$ cat config.mk
export PLATFORM = sky130hd
export DESIGN_NAME = ebi_rx_deser
export DESIGN_NICKNAME = d
export VERILOG_FILES = /design/src/rtl/ebi_pkg.sv /design/src/rtl/ebi_credit_ser.sv /design/src/rtl/ebi_rx_deser.sv
export SDC_FILE = /design/constraint.sdc
export NUM_CORES = 1
export LEC_CHECK = 0
export ABC_CLOCK_PERIOD_IN_PS = 2900
export CORE_ASPECT_RATIO = 1.5
export CORE_MARGIN = 4
export CORE_UTILIZATION = 46
export DETAILED_ROUTE_END_ITERATION = 16
export PLACE_DENSITY = 0.67
export RECOVER_POWER = 50
export SLEW_MARGIN = 20
export SYNTH_ARGS = -nofsm -noshare
export SYNTH_HDL_FRONTEND = slang
export SYNTH_SLANG_ARGS = --single-unit
$ cat constraint.sdc
create_clock -name clk -period 2.9 [get_ports clk]
set_input_delay 0.58 -clock clk [delete_from_list [all_inputs] [get_ports clk]]
set_output_delay 0.58 -clock clk [all_outputs]
set_load 0.01 [all_outputs]
$ cat src/rtl/ebi_pkg.sv
// Shared constants and types for the EBI receive path.
// Latency: n/a (package only).
// Backpressure: n/a (package only).
package ebi_pkg;

    localparam int PARITY_LENGTH = 8;   // data slots covered by each even-parity bit
    localparam int CREDIT_LENGTH = 2;   // credit code bits after the credit start bit

    typedef logic [CREDIT_LENGTH-1:0] credit_t;

    localparam credit_t SUCCESS = 2'b01;
    localparam credit_t FAIL    = 2'b10;

    typedef enum logic [2:0] {
        RX_IDLE,
        RX_DATA,
        RX_PARITY,
        RX_END,
        RX_CRED_START,
        RX_CRED_BITS
    } rx_state_t;

    // Channel ids wider than the channel count are possible on the wire.
    function automatic logic chan_ok(input int unsigned id, input int unsigned num);
        return id < num;
    endfunction

    function automatic logic [15:0] sat_inc16(input logic [15:0] v);
        return (v == 16'hFFFF) ? v : v + 16'd1;
    endfunction

endpackage

$ cat src/rtl/ebi_credit_ser.sv
// Credit serializer: one start bit (0) then the credit code LSB first, line idles high.
// Latency: start bit appears the cycle after load; code bits follow on the next CREDIT_LENGTH cycles.
// Backpressure: load is ignored while busy; the caller waits for busy to drop.
//
// Ports: clk, rstn (sync, active low), load/code (request a credit frame),
//        busy (shifter still owns the line), credit_out (serial credit line).
module ebi_credit_ser
    import ebi_pkg::*;
(
    input  logic    clk,
    input  logic    rstn,
    input  logic    load,
    input  credit_t code,
    output logic    busy,
    output logic    credit_out
);

    localparam int CNT_W = $clog2(CREDIT_LENGTH + 1);

    logic [CNT_W-1:0] cnt;
    credit_t          shreg;

    always_ff @(posedge clk) begin
        if (!rstn) begin
            cnt        <= '0;
            shreg      <= '0;
            credit_out <= 1'b1;
        end else if (load && !busy) begin
            credit_out <= 1'b0;
            shreg      <= code;
            cnt        <= CNT_W'(CREDIT_LENGTH);
        end else if (busy) begin
            credit_out <= shreg[0];
            shreg      <= shreg >> 1;
            cnt        <= cnt - CNT_W'(1);
        end else begin
            credit_out <= 1'b1;
        end
    end

    // Drops while the last code bit is still on the line; the line returns high on the next edge.
    assign busy = (cnt != '0);

endmodule

$ cat src/rtl/ebi_rx_deser.sv
// EBI receive deserializer: samples the serial frame, checks parity/framing, delivers message, returns credit.
// Latency: message valid and credit start bit both appear the cycle after the end bit is sampled.
// Backpressure: msg_valid_o holds until msg_ready_i; a frame ending while the output is occupied is refused (FAIL credit).
//
// Ports: clk, rstn (sync, active low), bus_in (serial frame, idle high), credit_out (serial credit, idle high),
//        msg_valid_o/msg_ready_i/msg_chan_o/msg_payload_o (message port, payload LSB aligned, upper bits zero).
// Optional build macro EBI_RX_ERR_CNT_EN adds saturating parity_err_cnt_o, frame_err_cnt_o, overflow_cnt_o.
module ebi_rx_deser
    import ebi_pkg::*;
#(
    parameter int CHANNEL_NUM        = 4,
    parameter int CHANNEL_NUM_WIDTH  = 2,
    parameter int MAX_MESSAGE_LENGTH = 32,
    parameter int MAX_MESSAGE_WIDTH  = 6,
    parameter int CHANNEL_LENGTH_LIST [CHANNEL_NUM] = '{8, 16, 24, 32}
) (
    input  logic                          clk,
    input  logic                          rstn,
    input  logic                          bus_in,
    output logic                          credit_out,
    output logic                          msg_valid_o,
    input  logic                          msg_ready_i,
    output logic [CHANNEL_NUM_WIDTH-1:0]  msg_chan_o,
    output logic [MAX_MESSAGE_LENGTH-1:0] msg_payload_o
`ifdef EBI_RX_ERR_CNT_EN
    ,
    output logic [15:0]                   parity_err_cnt_o,
    output logic [15:0]                   frame_err_cnt_o,
    output logic [15:0]                   overflow_cnt_o
`endif
);

    localparam int CW = CHANNEL_NUM_WIDTH;
    localparam int MW = MAX_MESSAGE_WIDTH;
    localparam int AW = CHANNEL_NUM_WIDTH + MAX_MESSAGE_LENGTH;
    localparam int GW = $clog2(PARITY_LENGTH);

    rx_state_t       state, state_nxt;
    logic [MW-1:0]   slot_cnt;      // data slots received so far in this frame
    logic [GW-1:0]   grp_cnt;       // position inside the current parity group
    logic            par_q;         // running parity of the current group
    logic            perr_q;        // sticky parity error for this frame
    logic [CW-1:0]   chan_q;
    logic [AW-1:0]   asm_q, asm_nxt; // id in the low bits, payload above
    logic [MW-1:0]   frame_len, slot_total;
    logic            id_ok, ferr, accept;
    logic            cred_load, cred_busy;
    credit_t         cred_code;

    assign id_ok = chan_ok(32'(chan_q), CHANNEL_NUM);

    // A bad id shrinks the frame to one payload bit so the transmitter cannot run the counter away.
    always_comb begin
        frame_len  = id_ok ? MW'(CHANNEL_LENGTH_LIST[chan_q] + CW) : MW'(CW + 1);
        slot_total = (frame_len + MW'(PARITY_LENGTH - 1)) & ~MW'(PARITY_LENGTH - 1);
    end

    // Pad slots past the real frame length are not stored, so the payload stays zero-extended.
    always_comb begin
        asm_nxt = asm_q;
        if (slot_cnt < frame_len) asm_nxt[slot_cnt] = bus_in;
    end

    // Only meaningful in RX_END, where bus_in carries the end bit.
    assign ferr      = !bus_in;
    assign accept    = !perr_q && !ferr && id_ok && !msg_valid_o;
    assign cred_code = accept ? SUCCESS : FAIL;

    always_ff @(posedge clk) begin
        if (!rstn) state <= RX_IDLE;
        else       state <= state_nxt;
    end

    always_comb begin
        state_nxt = state;
        cred_load = 1'b0;
        case (state)
            RX_IDLE:       if (!bus_in) state_nxt = RX_DATA;
            RX_DATA:       if (grp_cnt == GW'(PARITY_LENGTH - 1)) state_nxt = RX_PARITY;
            RX_PARITY:     state_nxt = (slot_cnt == slot_total) ? RX_END : RX_DATA;
            RX_END: begin
                cred_load = 1'b1;
                state_nxt = RX_CRED_START;
            end
            RX_CRED_START: state_nxt = RX_CRED_BITS;
            RX_CRED_BITS:  if (!cred_busy) state_nxt = RX_IDLE;
            default:       state_nxt = RX_IDLE;
        endcase
    end

    always_ff @(posedge clk) begin
        if (!rstn) begin
            slot_cnt <= '0;
            grp_cnt  <= '0;
            par_q    <= 1'b0;
            perr_q   <= 1'b0;
            chan_q   <= '0;
            asm_q    <= '0;
        end else begin
            case (state)
                RX_IDLE: begin
                    // Re-arm every idle cycle so the next frame starts from a clean slate.
                    slot_cnt <= '0;
                    grp_cnt  <= '0;
                    par_q    <= 1'b0;
                    perr_q   <= 1'b0;
                    chan_q   <= '0;
                    asm_q    <= '0;
                end
                RX_DATA: begin
                    asm_q    <= asm_nxt;
                    par_q    <= par_q ^ bus_in;
                    slot_cnt <= slot_cnt + MW'(1);
                    grp_cnt  <= grp_cnt + GW'(1);
                    if (slot_cnt == MW'(CW - 1)) chan_q <= asm_nxt[CW-1:0];
                end
                RX_PARITY: begin
                    if (bus_in != par_q) perr_q <= 1'b1;
                    par_q <= 1'b0;
                end
                default: ;
            endcase
        end
    end

    always_ff @(posedge clk) begin
        if (!rstn) begin
            msg_valid_o   <= 1'b0;
            msg_chan_o    <= '0;
            msg_payload_o <= '0;
        end else if (state == RX_END && accept) begin
            msg_valid_o   <= 1'b1;
            msg_chan_o    <= chan_q;
            msg_payload_o <= asm_q[AW-1:CW];
        end else if (msg_valid_o && msg_ready_i) begin
            msg_valid_o   <= 1'b0;
        end
    end

`ifdef EBI_RX_ERR_CNT_EN
    // One count per refused frame, most specific cause wins.
    always_ff @(posedge clk) begin
        if (!rstn) begin
            parity_err_cnt_o <= '0;
            frame_err_cnt_o  <= '0;
            overflow_cnt_o   <= '0;
        end else if (state == RX_END) begin
            if (perr_q)       parity_err_cnt_o <= sat_inc16(parity_err_cnt_o);
            else if (ferr)    frame_err_cnt_o  <= sat_inc16(frame_err_cnt_o);
            else if (!accept) overflow_cnt_o   <= sat_inc16(overflow_cnt_o);
        end
    end
`endif

    ebi_credit_ser u_credit_ser (
        .clk        (clk),
        .rstn       (rstn),
        .load       (cred_load),
        .code       (cred_code),
        .busy       (cred_busy),
        .credit_out (credit_out)
    );

endmodule

# Word level (Yosys, flattened, before mapping)
# Cells that the tools add are included.
# W data, S select, Z words.
dict set report op_classes {
  addsub 5
  order_cmp 4
  n_eq_ne 15
  n_mux 30
  bitwise_logic 3
  reduce_logical 22
}
# op count
set ops {}
lappend ops {{$pmux W34 S2} 1}
lappend ops {{$bmux W32 S2} 1}
lappend ops {{$bwmux W34} 1}
lappend ops {{$mux W34} 1}
lappend ops {{$pmux W3 S6} 1}
lappend ops {{$mux W2} 7}
lappend ops {{$add A6 B3 Y6 const B} 2}
lappend ops {{$mux W6} 2}
lappend ops {{$ne A2 B2 Y1 const B} 6}
lappend ops {{$pmux W6 S2} 1}
lappend ops {{$reduce_bool A2 Y1} 6}
lappend ops {{$eq A3 B3 Y1 const B} 3}
lappend ops {{$mux W3} 3}
lappend ops {{$lt A6 B7 Y1 const B} 1}
lappend ops {{$mux W1} 7}
lappend ops {{$add A6 B1 Y6 const B} 1}
lappend ops {{$demux W1 S6} 1}
lappend ops {{$eq A3 B2 Y1 const B} 2}
lappend ops {{$eq A6 B1 Y1 const B} 1}
lappend ops {{$eq A6 B6 Y1} 1}
lappend ops {{$ge A6 B1 Y1 const B} 1}
lappend ops {{$logic_and A1 B1 Y1} 6}
lappend ops {{$lt A6 B6 Y1} 1}
lappend ops {{$pmux W3 S2} 1}
lappend ops {{other kinds (15)} 21}
dict set report totals {
  register_bits 90
  inputBits 4
  out_inout_bits 36
  wordCells 94
}

# Logic depth before layout (Yosys ltp)
# Gate-level depths: netlist of the first run.
dict set report logic_depth {
  depth_word 9
  ltp_mapped 9
  ltp_nobuf 8
}

# Hierarchy
# From an unflattened synthesis of the first run, not the netlist that was laid out.
dict set report unflattened {
  hier_cells 471
  hier_area_um2 3941.3
}
# mod instances cells_each area_per_inst_um2
set by_module_without_submodules {}
lappend by_module_without_submodules {ebi_rx_deser 1 454 3747.3}
lappend by_module_without_submodules {ebi_credit_ser 1 17 193.9}

# Least setup slack after synthesis of the first run
# Ideal clock, no wire load.
dict set report synth_timing {
  path_kind {register to register}
  from {register chan_q[0]}
  to {register asm_q[31]}
  setup_ns 0.071
  t_arrival_ns 2.367
  required_time_ns 2.829
  path_slack_ns 0.462
  path_stages_with_launch 10
  cell_sequence {dfxtp_1 inv_1 ha_1 ha_1 a21o_1 a21oi_4 nand3_2 or4_1 buf_2 o21ai_1}
}
dict set report synth_between {
  elab_chain_cells 8
}
# item line
set synth_lines {}
lappend synth_lines {{from (decl)} ebi_rx_deser.sv:43} ;# logic [CW-1:0] chan_q;
lappend synth_lines {{from (signal assigned)} ebi_rx_deser.sv:115} ;# if (slot_cnt == MW'(CW - 1)) chan_q <= asm_nxt[CW-1:0];
lappend synth_lines {{$not A2 Y3 (implied by the code)} ebi_rx_deser.sv:54} ;# frame_len = id_ok ? MW'(CHANNEL_LENGTH_LIST[chan_q] + CW) : MW'(CW + 1);
lappend synth_lines {{$bmux W32 S2} ebi_rx_deser.sv:54}
lappend synth_lines {{$mux W6 (implied by the code) (2 in a row)} ebi_rx_deser.sv:54}
lappend synth_lines {{$add A6 B3 Y6} ebi_rx_deser.sv:54}
lappend synth_lines {{$lt A6 B6 Y1} ebi_rx_deser.sv:61} ;# if (slot_cnt < frame_len) asm_nxt[slot_cnt] = bus_in;
lappend synth_lines {{$ne A2 B2 Y1 (no source line)} n/a}
lappend synth_lines {{$reduce_and A2 Y1 (no source line)} n/a}
lappend synth_lines {{to (signal assigned)} ebi_rx_deser.sv:111} ;# asm_q <= asm_nxt;
lappend synth_lines {{to (decl)} ebi_rx_deser.sv:44} ;# logic [AW-1:0] asm_q, asm_nxt;
# Every way passes these cells. The select of a mux whose other input is x is not followed.
# A chain may end at the register's enable or synchronous reset.

# Worst setup path after layout of the first run
dict set report layout_timing {
  from {register chan_q[0]}
  to {register asm_q[13]}
}
# Same word-level chain as after synthesis.

==> results.py, run 1 <==
metrics = {
    "sta": {
        "timing.slew.headroom_pct": 33.1,
        "grt_setup_unrepaired": "false",
        "setup_ws_ns": 0.142,
        "tightest_slew_ns": 1.00,
        "setup_viol": 0,
        "finalHoldViolCount": 0,
        "min_period_ns": 2.76,
        "skew_ns": 0.00635,
        "fin_crit_sh_pct": 95.1,
        "fin_setup_tns_ns": 0,
        "clock.fmax_mhz": 363,
        "slew_viol_final": 0,
    },
    "worst_hold_path": {
        "hp-class": "reg -> reg",
    },
    "placement": {
        "hpwl_microns": 6640,
        "io_buffers": 39,
        "dp_slack_ns": 0.184,
        "globalplace.congestion": 0.899,
        "dpl_cell_area_sq_um": 4250,
    },
    "worst_setup_path": {
        "path_class": "reg -> reg",
        "worstPathCellList": "inv_1, ha_1, ha_1, a21o_1, a21oi_4, nand3_2, or4_1, o21ai_1",
        "end_kind": "register",
        "cp_data_required_time_ns": 3.17,
        "critPathTopFamily": "simple AND/OR/NAND/NOR gates",
        "crit_buf_inv": 1,
        "reg2reg_slack_ns": 0.14,
        "startpoint_type": "register",
        "critPathSlowestCell": "or4_1",
        "slowest_delay_ns": 0.66,
        "crit_arrival_ns": 3.03,
        "crit_path_frequent_cell": "ha_1",
        "worstPathMaxFanout": 8,
    },
    "logic_synthesis": {
        "synth_area_sq_um": 3800,
        "synth_top_area_share_pct": 47.4,
        "ys_top_cells_by_area": "dfxtp_1 47%, nand2_1 9.4%, a21oi_1 5.8%",
        "synth-async-reset-ratio_pct": 0,
        "synth_top_family_by_area": "compound AO/OA/AOI/OAI gates",
        "yosysSeqAreaShare_pct": 47.4,
        "synth_cell_types": 51,
        "syn_nets": 458,
        "netlist_instances": 444,
        "ys_warn_count": 0,
        "synth-adder-area-share_pct": 3.29,
        "synth_top_cell_by_area": "dfxtp_1",
        "synth_compound_area_share_pct": 22.4,
        "ys.flop_type": "dfxtp_1",
        "synth_xor_area_share_pct": 1.38,
        "synth_mux_area_share_pct": 1.65,
        "yosys.area_share.simple_pct": 19.9,
        "synth.ff_latch_count": 90,
        "synth_edf_count": 0,
        "avgSynthCellArea_sq_um": 8.56,
    },
    "power": {
        "irDropWorstVdd_mv": 0.356,
        "total_power_w": 0.00241,
        "seqPwrFrac_pct": 52.2,
        "internal_power_w": 0.00186,
        "clkPwrFrac_pct": 43.6,
        "p_comb_share_pct": 4.2,
        "switching_share_pct": 23.0,
        "power_density_nw_per_um2": 534,
        "power.leakage_nw": 1.61,
        "p_switching_w": 0.000554,
    },
    "drt": {
        "first_pass_iters": 4,
        "postRouteWirelength_microns": 9380,
        "vias_per_cell": 5.64,
        "vias": 3274,
        "routedWlPerCell_microns": 16.2,
        "post-route-drc-count": 0,
        "antenna_left": 0,
        "drt_iter0_markers": 239,
    },
    "global_routing": {
        "busiest_layer": "met2",
        "grtUsageMet1_pct": 23.6,
        "track_usage_pct": 20.4,
        "grt_pass1_wl_microns": 15400,
        "gr-usage-met2_pct": 34.5,
        "overflow": 0,
        "grt_pass1_vias": 3099,
        "antenna_found_initial": 0,
        "grt_start_max_net_pins": 50,
        "met3_usage_pct": 3.63,
    },
    "cts": {
        "cts_buffer_depth": 2,
        "cts.sinks": 90,
        "cts_tree": "yes",
        "clk_latency_ns": 0.34,
        "holdBufCountCts": 0,
        "cts_buffers": 9,
        "cts-htree-levels": 3,
        "clk_pin_slew_ns": 0.06,
        "clockRootBuffer": "clkbuf_16",
    },
    "floorplan": {
        "die_h_microns": 119,
        "boundaryPins": 40,
        "coreArea_sq_um": 8010,
        "initial_core_util_pct": 47.4,
        "rows": 40,
        "die_area_sq_um": 9810,
        "die_w_microns": 82.2,
    },
    "layout": {
        "fin_area_sq_um": 4520,
        "syn_to_final_growth_pct": 18.9,
        "diodes": 0,
        "nets": 485,
        "drive_above_1_share_pct": 6.95,
        "fin_util_pct": 56.4,
    },
    "run": {
        "cap_violations": 0,
    },
    "status": {
        "status": "finished clean",
    },
}
[worst paths after layout]
| kind | from | endpoint | cells past startpoint |
|---|---|---|---|
| hold / removal | u_credit_ser.cnt[0]$_SDFFE_PP0P_ | u_credit_ser.cnt[0]$_SDFFE_PP0P_ | 1 |
| setup / recovery | chan_q[0]$_SDFFE_PN0P_ | asm_q[13]$_SDFFE_PN0P_ | 8 |
| setup reg to reg | chan_q[0]$_SDFFE_PN0P_ | asm_q[13]$_SDFFE_PN0P_ | 8 |
| hold reg to reg | u_credit_ser.cnt[0]$_SDFFE_PP0P_ | u_credit_ser.cnt[0]$_SDFFE_PP0P_ | 1 |
[power by group through the flow]
stage | clock [W] | sequential (W) | combinational (W)
after floorplan | 0 | 0.00128 | 0.0000800
after global placement | 0 | 0.00129 | 0.000101
after detailed placement | 0 | 0.00129 | 0.000103
after CTS | 0.00107 | 0.00126 | 0.000103
after global routing | 0.00112 | 0.00126 | 0.000113
final | 0.00105 | 0.00126 | 0.000102
[logic make-up (layout without fill, tap and decap cells)]
family,after synthesis,in the layout
flops,90,90
xor+xnor,6,6
mux,6,6
compound gates,134,134
simple gates,162,162
fa+ha+maj,10,10
buf+inv,36,67
[metrics by stage]
stage | cells | hold WS (ns)
CTS | 580 | 0.450
global placement | 565 | 0.429
finish | 580 | 0.446
detailed placement | 565 | 0.441
global route | 580 | 0.462
floorplan | 444 | 0.422
[synthesized netlist by cell type, types with 5 or more instances]
cell       n
nor2_1    19
ha_1      10
inv_1      6
o31ai_1    9
o211ai_1  27
dfxtp_1   90
o311ai_0   5
buf_2      7
o21ai_0   13
nand3_1   12
o21ai_1   16
a21oi_1   44
nand2_1   95
clkbuf_1  21
[metal layers]
layer | vias up | part of all wire (%) | wire length [microns]
met3 | 24 | 4.2 | 393
met4 | 0 | 3.4 | 318
li1 | 1644 | - | -
met5 | - | 0 | 0
met2 | 86 | 52 | 4870
met1 | 1520 | 40 | 3800
[flip-flops by register name (all words and copies together) (netlist names)]
name	count
asm_q	34
msg_payload_o	32
slot_cnt	6
grp_cnt	3
state	3
chan_q	2
msg_chan_o	2
u_credit_ser.cnt	2
u_credit_ser.shreg	2
msg_valid_o	1
par_q	1
perr_q	1
u_credit_ser.credit_out	1
[repair_timing]
action	4_1_cts	5_1_grt
endpoints found under the setup margin	0	1
endpoints found under the hold margin	0	0
gates resized for setup	0	3
buffers inserted	0	0
[worst reg2reg max path, delay by kind of cell (launching register included)]
family | cells | cell delay [ns]
buf+inv | 1 | 0.08
fa+ha+maj | 2 | 0.66
simple gates | 2 | 0.82
flops | 1 | 0.42
compound gates | 3 | 0.71
[placed cells by master (no fill, tap or decap), types with 3 or more instances in the layout]
cell,synthesis,layout
a22oi_1,4,4
o21ai_0,13,13
o21ai_1,16,16
ha_1,10,10
xnor2_1,4,4
nand4_1,4,4
nand2_1,95,95
nand2b_1,3,3
a31oi_1,4,4
nand3b_1,3,3
nand3_1,12,12
nor2_1,19,19
dfxtp_1,90,90
nor3_1,4,4
mux2i_1,4,4
dlygate4sd3_1,0,38
clkbuf_16,0,9
o31ai_1,9,9
buf_4,0,3
a21oi_1,44,43
o311ai_0,5,5
inv_1,6,6
a211oi_1,3,3
o211ai_1,27,27
clkbuf_1,21,4
[cell type report]
type | count | area, sq um
fillers | 766 | 3490
multi-input cells | 318 | 1870
flip-flops and latches | 90 | 1800
repair buffers | 46 | 430
clock buffers | 11 | 233
well taps | 105 | 131
clock inverters | 4 | 28.8
inverters | 6 | 22.5
Note: power is estimated with default switching activity, not from simulation.
==> run 2, diff against run 1 <==
Settings changed: ABC_CLOCK_PERIOD_IN_PS 2900 to not set, CTS_BUF_LIST set to sky130_fd_sc_hd__clkbuf_8.
==> results.py, run 2 (synthesis gave the netlist of run 1 again) <==
metrics = {
    "layout": {
        "mostFrequentLayoutCells": "95 x nand2_1, 90 x dfxtp_1, 43 x a21oi_1",
        "area.sequential_sq_um": 1800,
        "reg_top3": "asm_q (34), msg_payload_o (32), slot_cnt (6)",
        "layout_commonest_cell": "nand2_1",
        "top_register": "asm_q",
        "nets": 485,
        "fin_util_pct": 54.9,
        "multiInputGateArea_sq_um": 1850,
        "drive_above_1_share_pct": 6.53,
        "syn_to_final_growth_pct": 15.7,
        "diodes": 0,
        "num-fill-cells": 785,
        "largest_reg_flops": 34,
    },
    "power": {
        "power_density_nw_per_um2": 476,
        "irDropWorstVdd_mv": 0.290,
        "power.leakage_nw": 1.56,
    },
    "floorplan": {
        "initial_core_util_pct": 47.4,
        "die_w_microns": 82.2,
        "rows": 40,
        "die_h_microns": 119,
        "boundaryPins": 40,
        "coreArea_sq_um": 8010,
        "die_area_sq_um": 9810,
    },
    "global_routing": {
        "antenna_found_initial": 0,
        "grt_start_max_net_pins": 50,
        "track_usage_pct": 20.2,
        "overflow": 0,
        "grt_pass1_vias": 3075,
        "grt_pass1_wl_microns": 15200,
    },
    "cts": {
        "cts_buffers": 9,
        "cts-htree-levels": 3,
        "cts.sinks": 90,
        "clk_latency_ns": 0.37,
        "cts_tree": "yes",
        "holdBufCountCts": 0,
        "clockRootBuffer": "clkbuf_8",
        "cts_setup_buffers": 0,
        "cts-resized-gates": 0,
        "clk_pin_slew_ns": 0.09,
        "cts_buffer_depth": 2,
    },
    "worst_setup_path": {
        "crit_arrival_ns": 3.07,
        "worstPathMaxFanout": 8,
        "end_kind": "register",
        "cp_data_required_time_ns": 3.20,
        "startpoint_type": "register",
        "path_class": "reg -> reg",
    },
    "sta": {
        "clock.fmax_mhz": 362,
        "fin_setup_tns_ns": 0,
        "tightest_slew_ns": 1.00,
        "fin_crit_sh_pct": 95.3,
        "setup_ws_ns": 0.136,
        "grt_setup_unrepaired": "false",
        "skew_ns": 0.00657,
        "setup_viol": 0,
        "slew_viol_final": 0,
        "min_period_ns": 2.76,
        "finalHoldViolCount": 0,
        "timing.slew.headroom_pct": 33.3,
    },
    "placement": {
        "dp_slack_ns": 0.184,
        "globalplace.congestion": 0.899,
        "hpwl_microns": 6640,
        "io_buffers": 39,
    },
    "drt": {
        "vias_per_cell": 5.66,
        "first_pass_iters": 4,
        "post-route-drc-count": 0,
        "postRouteWirelength_microns": 9300,
        "antenna_left": 0,
        "drt_iter0_markers": 192,
        "routedWlPerCell_microns": 16.0,
        "vias": 3282,
    },
    "run": {
        "cap_violations": 0,
    },
    "worst_hold_path": {
        "hp-class": "reg -> reg",
    },
    "status": {
        "status": "finished clean",
    },
}
run 2: power by group:
part | switching (W) | internal, W | total [W] | leakage (nW)
combinational | 0.0000657 | 0.0000360 | 0.000102 | 0.750
sequential | 0.0000154 | 0.00124 | 0.00126 | 0.726
clock | 0.000434 | 0.000302 | 0.000735 | 0.0841
total | 0.000515 | 0.00158 | 0.00209 | 1.56
run 2: through the flow:
stage | std cells | hold slack [ns] | power (W) | instance area (sq um)
floorplan | 444 | 0.422 | 0.00136 | 3800
global placement | 565 | 0.429 | 0.00139 | 4250
detailed placement | 565 | 0.441 | 0.00139 | 4250
CTS | 580 | 0.453 | 0.00212 | 4410
global route | 580 | 0.467 | 0.00217 | 4400
finish | 580 | 0.449 | 0.00209 | 4400
run 2: per-layer routing:
| layer | up-vias | global-route usage (%) | wire length [microns] |
|---|---|---|---|
| met2 | 85 | 33.4 | 4870 |
| li1 | 1642 | - | - |
| met3 | 24 | 3.86 | 370 |
| met1 | 1531 | 23.5 | 3790 |
| met4 | 0 | 11.2 | 264 |
| met5 | - | 0 | 0 |
run 2: worst paths after layout:
kind	startpoint	end	slack, ns	cells after the start
worst max-delay path	chan_q[0]$_SDFFE_PN0P_	asm_q[27]$_SDFFE_PN0P_	0.14	8
worst max register to register	chan_q[0]$_SDFFE_PN0P_	asm_q[27]$_SDFFE_PN0P_	0.14	8
worst min-delay path	u_credit_ser.cnt[0]$_SDFFE_PP0P_	u_credit_ser.cnt[0]$_SDFFE_PP0P_	0.45	1
worst min register to register	u_credit_ser.cnt[0]$_SDFFE_PP0P_	u_credit_ser.cnt[0]$_SDFFE_PP0P_	0.45	1
run 2: critical path, cell delays in order, from the launching register on:
cell and delay [ns]:
dfxtp_1 0.43, inv_1 0.08, ha_1 0.34, ha_1 0.32, a21o_1 0.24, a21oi_4 0.25, nand3_2 0.15, or4_1 0.70
o21ai_1 0.18
run 2: layout make-up:
| type | instances | area share [%] |
|---|---|---|
| clock buffer | 9 | 2.82 |
| clock inverter | 6 | 0.826 |
| inverter | 6 | 0.512 |
| multi-input combinational | 318 | 42.1 |
| sequential | 90 | 41.0 |
| tap | 105 | 2.99 |
| timing repair buffer | 46 | 9.79 |
